==> src/rtl/pwm_pkg.sv <==
// Shared constants for the PWM output stage.
// Register addresses match the spi_peripheral register map so both sides
// agree on where each configuration byte lives.
package pwm_pkg;

  localparam int          PWM_CNT_W       = 8;
  localparam logic [7:0]  DUTY_FULL       = 8'hFF;
  localparam int          CLK_DIV_DEFAULT = 13;
  localparam int          PWM_PINS        = 16;

  typedef enum logic [7:0] {
    REG_EN_OUT_7_0  = 8'h00,
    REG_EN_OUT_15_8 = 8'h01,
    REG_EN_PWM_7_0  = 8'h02,
    REG_EN_PWM_15_8 = 8'h03,
    REG_PWM_DUTY    = 8'h04
  } reg_addr_e;

  // Full scale is a special case: a plain compare would leave the pin low
  // for the last tick of every period.
  function automatic logic pwm_level(input logic [PWM_CNT_W-1:0] cnt,
                                     input logic [PWM_CNT_W-1:0] duty);
    if (duty == DUTY_FULL) return 1'b1;
    return (cnt < duty);
  endfunction

endpackage

==> src/rtl/pwm_output_stage_if.sv <==
// Configuration bus from the SPI register file into the PWM output stage.
//   en_reg_out_7_0 / en_reg_out_15_8 : per-pin output enable
//   en_reg_pwm_7_0 / en_reg_pwm_15_8 : per-pin PWM select
//   pwm_duty_cycle                   : requested duty (double-buffered downstream)
// master = register file side, slave = PWM output stage.
interface pwm_output_stage_if;
  import pwm_pkg::*;

  logic [7:0]           en_reg_out_7_0;
  logic [7:0]           en_reg_out_15_8;
  logic [7:0]           en_reg_pwm_7_0;
  logic [7:0]           en_reg_pwm_15_8;
  logic [PWM_CNT_W-1:0] pwm_duty_cycle;

  modport master (
    output en_reg_out_7_0, en_reg_out_15_8,
    output en_reg_pwm_7_0, en_reg_pwm_15_8,
    output pwm_duty_cycle
  );

  modport slave (
    input en_reg_out_7_0, en_reg_out_15_8,
    input en_reg_pwm_7_0, en_reg_pwm_15_8,
    input pwm_duty_cycle
  );

endinterface

==> src/rtl/pwm_output_stage_timebase.sv <==
// PWM timebase: prescaler, 8-bit PWM counter and period strobe.
//   clk, rst_n      : clock, asynchronous active-low reset
//   cnt_o           : current PWM counter value
//   boundary_o      : last clk of the period (tick on count 255), combinational
//   period_start_o  : registered one-clk strobe on the first clk of each period
module pwm_timebase
  import pwm_pkg::*;
#(
  parameter int CLK_DIV = CLK_DIV_DEFAULT
) (
  input  logic                 clk,
  input  logic                 rst_n,
  output logic [PWM_CNT_W-1:0] cnt_o,
  output logic                 boundary_o,
  output logic                 period_start_o
);

  logic [7:0]           presc_q, presc_d;
  logic [PWM_CNT_W-1:0] cnt_q, cnt_d;
  logic                 first_q;
  logic                 period_start_q, period_start_d;
  logic                 tick;

  assign tick       = (presc_q == 8'(CLK_DIV - 1));
  assign boundary_o = tick && (cnt_q == '1);

  always_comb begin
    presc_d        = tick ? 8'd0 : presc_q + 8'd1;
    cnt_d          = tick ? cnt_q + 1'b1 : cnt_q;
    // first_q marks the period that begins at reset release
    period_start_d = boundary_o | first_q;
  end

  always_ff @(posedge clk or negedge rst_n) begin
    if (!rst_n) begin
      presc_q        <= '0;
      cnt_q          <= '0;
      first_q        <= 1'b1;
      period_start_q <= 1'b0;
    end else begin
      presc_q        <= presc_d;
      cnt_q          <= cnt_d;
      first_q        <= 1'b0;
      period_start_q <= period_start_d;
    end
  end

  assign cnt_o          = cnt_q;
  assign period_start_o = period_start_q;

endmodule

==> src/rtl/pwm_output_stage.sv <==
// PWM output stage: drives 16 pins as off, static high or a shared PWM
// waveform, from the configuration registers written over SPI.
//   clk, rst_n    : clock, asynchronous active-low reset
//   cfg           : configuration bus (slave modport)
//   out           : registered pin drive, out[7:0]->uo_out, out[15:8]->uio_out
//   period_start  : one-clk strobe on the first clk of each PWM period
// The duty is shadowed at the period boundary so a mid-period write can
// never shorten or stretch the pulse in flight.
module pwm_output_stage
  import pwm_pkg::*;
#(
  parameter int CLK_DIV = CLK_DIV_DEFAULT,
  parameter int DUTY_W  = PWM_CNT_W
) (
  input  logic                clk,
  input  logic                rst_n,
  pwm_output_stage_if.slave   cfg,
  output logic [PWM_PINS-1:0] out,
  output logic                period_start
);

  logic [PWM_CNT_W-1:0] pwm_cnt;
  logic                 boundary;
  logic [DUTY_W-1:0]    duty_shadow_q, duty_shadow_d;
  logic [PWM_PINS-1:0]  out_q, out_d;
  logic [PWM_PINS-1:0]  en_out, en_pwm;
  logic                 pwm_lvl;

  pwm_timebase #(.CLK_DIV(CLK_DIV)) u_timebase (
    .clk            (clk),
    .rst_n          (rst_n),
    .cnt_o          (pwm_cnt),
    .boundary_o     (boundary),
    .period_start_o (period_start)
  );

  assign en_out  = {cfg.en_reg_out_15_8, cfg.en_reg_out_7_0};
  assign en_pwm  = {cfg.en_reg_pwm_15_8, cfg.en_reg_pwm_7_0};
  assign pwm_lvl = pwm_level(pwm_cnt, duty_shadow_q);

  always_comb begin
    // shadow loads on the same edge the counter wraps to 0
    duty_shadow_d = boundary ? cfg.pwm_duty_cycle : duty_shadow_q;
    // disabled pins are 0; enabled pins are 1 unless PWM-selected
    out_d         = en_out & (~en_pwm | {PWM_PINS{pwm_lvl}});
  end

  always_ff @(posedge clk or negedge rst_n) begin
    if (!rst_n) begin
      duty_shadow_q <= '0;
      out_q         <= '0;
    end else begin
      duty_shadow_q <= duty_shadow_d;
      out_q         <= out_d;
    end
  end

  assign out = out_q;

endmodule

==> src/flat_wrapper.sv <==
// flat-port wrapper written by rule: the top's interface ports become plain ports
module pwm_output_stage_flat import pwm_pkg::*;
#(
  parameter int CLK_DIV = CLK_DIV_DEFAULT,
  parameter int DUTY_W  = PWM_CNT_W
)
  (clk, rst_n, out, period_start, cfg_en_reg_out_7_0, cfg_en_reg_out_15_8, cfg_en_reg_pwm_7_0, cfg_en_reg_pwm_15_8, cfg_pwm_duty_cycle);
  pwm_output_stage_if cfg_i ();
  input  logic clk;
  input  logic rst_n;
  output logic [PWM_PINS-1:0] out;
  output logic period_start;
  input wire logic [$bits(cfg_i.en_reg_out_7_0)-1:0] cfg_en_reg_out_7_0;
  input wire logic [$bits(cfg_i.en_reg_out_15_8)-1:0] cfg_en_reg_out_15_8;
  input wire logic [$bits(cfg_i.en_reg_pwm_7_0)-1:0] cfg_en_reg_pwm_7_0;
  input wire logic [$bits(cfg_i.en_reg_pwm_15_8)-1:0] cfg_en_reg_pwm_15_8;
  input wire logic [$bits(cfg_i.pwm_duty_cycle)-1:0] cfg_pwm_duty_cycle;
  assign cfg_i.en_reg_out_7_0 = cfg_en_reg_out_7_0;
  assign cfg_i.en_reg_out_15_8 = cfg_en_reg_out_15_8;
  assign cfg_i.en_reg_pwm_7_0 = cfg_en_reg_pwm_7_0;
  assign cfg_i.en_reg_pwm_15_8 = cfg_en_reg_pwm_15_8;
  assign cfg_i.pwm_duty_cycle = cfg_pwm_duty_cycle;
  pwm_output_stage #(.CLK_DIV(CLK_DIV), .DUTY_W(DUTY_W)) u_core (.clk(clk), .rst_n(rst_n), .cfg(cfg_i), .out(out), .period_start(period_start));
endmodule
==> config.mk <==
export PLATFORM = sky130hd
export DESIGN_NAME = pwm_output_stage_flat
export DESIGN_NICKNAME = d
export VERILOG_FILES = /design/src/rtl/pwm_pkg.sv /design/src/rtl/pwm_output_stage_if.sv /design/src/rtl/pwm_output_stage_timebase.sv /design/src/rtl/pwm_output_stage.sv /design/src/flat_wrapper.sv
export SDC_FILE = /design/constraint.sdc
export NUM_CORES = 1
export LEC_CHECK = 0
export CORE_ASPECT_RATIO = 1.1
export CORE_MARGIN = 5
export CORE_UTILIZATION = 45
export CTS_CLUSTER_SIZE = 28
export DETAILED_ROUTE_END_ITERATION = 6
export PLACE_DENSITY_LB_ADDON = 0.1
export RECOVER_POWER = 25
export SLEW_MARGIN = 0
export SYNTH_ARGS = -nofsm -noshare
export SYNTH_HDL_FRONTEND = slang
export SYNTH_SLANG_ARGS = --single-unit
export TNS_END_PERCENT = 100
==> constraint.sdc <==
create_clock -name clk -period 2.4 [get_ports clk]
set_input_delay 0.24 -clock clk [delete_from_list [all_inputs] [get_ports clk]]
set_output_delay 0.24 -clock clk [all_outputs]
set_load 0.02 [all_outputs]
; ---- Yosys cells after proc, flatten, opt, wreduce, memory -nomap -nowiden
; Index checks and enable logic that the tools add are counted.
[classes]
muxes = 4
n_lt_le_gt_ge = 1
bitwise = 4
add_sub_neg = 2
n_eq_ne = 3
reduce_logical = 1
[op_table]
columns = operator, count
row1 = "adder 8 x 1 -> 8 bit, second input constant", 2
row2 = bitwise AND 16 bit, 1
row3 = "== test 8 bit, second input constant", 2
row4 = inverter 16 bit, 1
row5 = OR 16 bit, 1
row6 = "== test 8 x 4 -> 1 bit, second input constant", 1
row7 = < comparator 8 bit, 1
row8 = two-way mux 8 bit, 1
row9 = two-way mux 1 bit, 3
row10 = logical AND 1 bit, 1
row11 = OR 1 bit, 1
[totals]
regBits = 42
out_inout_bits = 17
inputBits = 42
word_cells = 21

; ---- Longest topological paths before layout
[logic_depth]
ltp_word = 5
depth_mapped = 7
mapped_depth_nobuf = 6

; ---- By module
; A second synthesis with hierarchy kept.
[hier_totals]
cells_unflattened = 153
hier_area_um2 = 1899.3
[by_module_without_submodules]
columns = mod, seq_area_each_um2, area_each_um2, cells_each, instances
row1 = pwm_output_stage, 600.6, 1067.3, 84, 1
row2 = pwm_timebase, 451.7, 832.0, 69, 1

; ---- Least setup slack after synthesis
; No wires, ideal clock.
[synth_timing]
kind = register to register
startpoint = reg u_core.u_timebase.cnt_q[2] (netlist: u_core.u_timebase.cnt_o[2])
endpoint = reg u_core.out_q[10] (netlist: u_core.out[10])
arrival_ns = 1.699
setup_slack_ns = 0.566
path_stages_with_launch = 7
path_buffers = 1
setup_time_ns = 0.135
required_ns = 2.265
period_less_slack_ns = 1.834
path_cell_list = dfrtp_1 > ha_1 > o21a_1 > o22ai_1 > o32ai_1 > clkbuf_1 > a21boi_0
[synth_via]
elab_chain_cells = 4
[synth_lines]
columns = element, line_no
row1 = from (decl), pwm_output_stage_timebase.sv:19  ; logic [PWM_CNT_W-1:0] cnt_q, cnt_d;
row2 = from (signal assigned), pwm_output_stage_timebase.sv:42  ; cnt_q <= cnt_d;
row3 = < comparator 8 bit, pwm_pkg.sv:24  ; return (cnt < duty);
row4 = two-way mux 1 bit, pwm_pkg.sv:24
row5 = OR 16 bit, pwm_output_stage.sv:45  ; out_d = en_out & (~en_pwm | {PWM_PINS{pwm_lvl}});
row6 = bitwise AND 16 bit, pwm_output_stage.sv:45
row7 = net u_core.out_d[10], pwm_output_stage.sv:25  ; logic [PWM_PINS-1:0] out_q, out_d;
row8 = to (signal assigned), pwm_output_stage.sv:54  ; out_q <= out_d;
row9 = to (decl), pwm_output_stage.sv:25
; The timed path passes the listed nets, and every way through them passes these cells.
; A chain may end at the register's enable or synchronous reset.

; ---- Worst setup path in the final report
[layout_timing]
startpoint = reg u_core.u_timebase.presc_q[4]
endpoint = reg u_core.duty_shadow_q[0]
[layout_via]
elab_chain_cells = 2
[layout_lines]
columns = element, line_no
row1 = from (decl), pwm_output_stage_timebase.sv:18  ; logic [7:0] presc_q, presc_d;
row2 = from (signal assigned), pwm_output_stage_timebase.sv:41  ; presc_q <= presc_d;
row3 = == test 8 x 4 -> 1 bit, pwm_output_stage_timebase.sv:24  ; assign tick = (presc_q == 8'(CLK_DIV - 1));
row4 = logical AND 1 bit, pwm_output_stage_timebase.sv:25  ; assign boundary_o = tick && (cnt_q == '1);
row5 = to (signal assigned), pwm_output_stage.sv:53  ; duty_shadow_q <= duty_shadow_d;
row6 = to (decl), pwm_output_stage.sv:24  ; logic [DUTY_W-1:0] duty_shadow_q, duty_shadow_d;
; Every way passes these cells.

==> impl_metrics.ini <==
[timing]
maxSlewHeadroom_pct = 40.8
tightest_slew_ns = 0.889
fin_crit_sh_pct = 81.4
fin_tns_setup_ns = 0
finalHoldViolCount = 0
period_needed_ns = 1.95
rsz0062_at_grt = no
max_freq_mhz = 512
drv_slew = 0
hold_ws_ns = 0.0763
setup_viol = 0
fin_skew_ns = 0.00359

[outcome]
run_status = completed

[hold_path]
hold_path.class = primary input to async pin

[cts]
numCtsBuffers = 5
cts_resized = 0
cts.sinks = 42
clk_pin_slew_ns = 0.07
clock_path_buffers = 2
clockRootBuffer = clkbuf_8
post_cts_buffers = 0
tritoncts = done
insertion_delay_ns = 0.28
htree_num_levels = 2
ctsHoldBuffers = 0

[critical_path]
ff2ff_setup_slack_ns = 0.45
crit_arrival_ns = 2.13
cp_max_fo = 9
crit_type = flip-flop to flip-flop
critPathLaunchType = flip-flop
worstSetupEndpointType = flip-flop
cp.required_ns = 2.57

[global_route]
groute.usage.overall_pct = 15.1
grt_pass1_wl_um = 6440
gr-total-overflow = 0
grt_start_max_net_pins = 43
grt_pass1_vias = 1385
antenna_found_initial = 0

[synth]
yosysSeqAreaShare_pct = 58.2
synthCells = 145
ys.warnings.count = 0
syn_area_per_cell_um2 = 12.5
synthDistinctLibCells = 29
synth-seq-cells = 42
synth_fp_nets = 197
synth_ff_type = dfrtp_1
synth-edff-count = 0
synth_area_mm2 = 0.00181
synthArstFlopShare_pct = 100

[power_and_ir_drop]
vdd_drop_max_v = 0.000373
power.leakage_nw = 1.11
power_density_mw_per_mm2 = 512

[detailed_routing]
routed_via_density = 4.92
drt-total-wl_um = 3670
ant_nets = 0
vias = 1284
drc_errors = 0
wire_per_inst_um = 14.1
first_iter_violations = 31
drt_pass1_iterations = 4

[layout]
antenna_cells = 0
post_route_cells_drive_above_1_share_pct = 10.0
fill_cells = 336
nets = 260
syn_to_final_growth_pct = 40.0

[floorplanning]
row_count = 24
dieArea_mm2 = 0.00538
start_util_pct = 45.9
coreArea_mm2 = 0.00393
die_h_um = 76.5
io_pins = 59
die_w_um = 70.4

[place]
hpwl_um = 2970
io_buffers = 58
place_congestion = 0.769

[job]
drv_cap = 0
## logic make-up (layout without fill, tap and decap cells)
| kind of cell | count (synthesis) | in the layout | synth area share (%) |
|---|---|---|---|
| flip-flops | 42 | 42 | 58.2 |
| adder cells (fa/ha/maj) | 10 | 10 | 6.93 |
| other | 1 | 1 | 0.208 |
| XOR/XNOR | 13 | 13 | 6.30 |
| multiplexers | 8 | 8 | 4.99 |
| buffers and inverters | 12 | 76 | 2.56 |
| AO/OA/AOI/OAI | 23 | 23 | 9.35 |
| AND/OR/NAND/NOR | 36 | 36 | 11.4 |
## cells in the final DEF (no fill, tap or decap), types with 2 or more instances in the layout
cell type        instances
clkdlybuf4s50_1         57
dfrtp_1                 41
a21boi_0                16
ha_1                    10
inv_1                    9
xnor2_1                  9
nand4_1                  8
nand2_1                  8
mux2_2                   8
nor2_1                   6
clkbuf_8                 5
xor2_1                   4
nand3_1                  3
o21a_1                   2
a21oi_1                  2
nor3_1                   2
and3_1                   2
## stage by stage
stage	total power [mW]	std cells	setup WS, ns	utilization [%]	cell area [um^2]
floorplan	0.770	145	0.566	-	1810
global placement	0.878	253	0.524	62.1	2440
detailed placement	0.881	253	0.444	62.1	2440
CTS	1.32	261	0.421	64.3	2530
global route	1.36	261	0.265	64.3	2530
finish	1.29	261	0.446	64.3	2530
## critical path, stage by stage, from the launching register on
cell	delay (ns)
dfrtp_1	0.43
nor3_1	0.30
nand4b_2	0.26
nor3_4	0.47
mux2_2	0.39
## per-layer routing
metal | up-vias | global-route usage (%) | part of all wire (%)
met2 | 39 | 25.3 | 52
met1 | 617 | 16.9 | 38
met3 | 5 | 6.60 | 8.4
met4 | 0 | 5.75 | 1.5
met5 | - | 0 | 0
li1 | 623 | - | -
## worst paths after layout
path                                                              from                                     end  cells after the start
worst min-delay path                                             rst_n  u_core.u_timebase.cnt_o[4]$_DFFE_PN0N_                      1
worst max-delay path            u_core.u_timebase.presc_q[4]$_DFF_PN0_     u_core.duty_shadow_q[0]$_DFFE_PN0P_                      4
worst min register to register  u_core.u_timebase.presc_q[7]$_DFF_PN0_  u_core.u_timebase.presc_q[7]$_DFF_PN0_                      1
worst max register to register  u_core.u_timebase.presc_q[4]$_DFF_PN0_     u_core.duty_shadow_q[0]$_DFFE_PN0P_                      4
max in group asynchronous                                        rst_n                 u_core.out[3]$_DFF_PN0_                      1
min in group clk                u_core.u_timebase.presc_q[7]$_DFF_PN0_  u_core.u_timebase.presc_q[7]$_DFF_PN0_                      1
## final cells by class
cell class	count	area, um^2	share of cell area [%]
clock inverters	2	13.8	0.544
multi-input cells	91	708	28.0
repair buffers	59	583	23.1
inverters	9	33.8	1.34
flip-flops and latches	42	1050	41.6
well taps	52	65.1	2.57
clock buffers	6	72.6	2.87
## report_power, final
part	total, mW	switching [mW]	internal, mW
combinational	0.138	0.0501	0.0874
sequential	0.727	0.00380	0.723
clock	0.431	0.226	0.205
## flip-flops by register name (all words and copies together), names as in the netlist
| name | count |
|---|---|
| u_core.out | 16 |
| u_core.duty_shadow_q | 8 |
| u_core.u_timebase.cnt_o | 8 |
| u_core.u_timebase.presc_q | 8 |
| u_core.u_timebase.first_q | 1 |
| u_core.u_timebase.period_start_o | 1 |
## cell usage after synthesis (3+ instances only)
cell | instances | area (um^2)
mux2_2 | 8 | 90.1
a21boi_0 | 16 | 120
xnor2_1 | 9 | 78.8
ha_1 | 10 | 125
nand4_1 | 8 | 50.1
dfrtp_1 | 41 | 1030
inv_1 | 9 | 33.8
nand2_1 | 8 | 30.0
xor2_1 | 4 | 35.0
nand3_1 | 3 | 15.0
nor2_1 | 6 | 22.5
(Power assumes the default switching activity.)
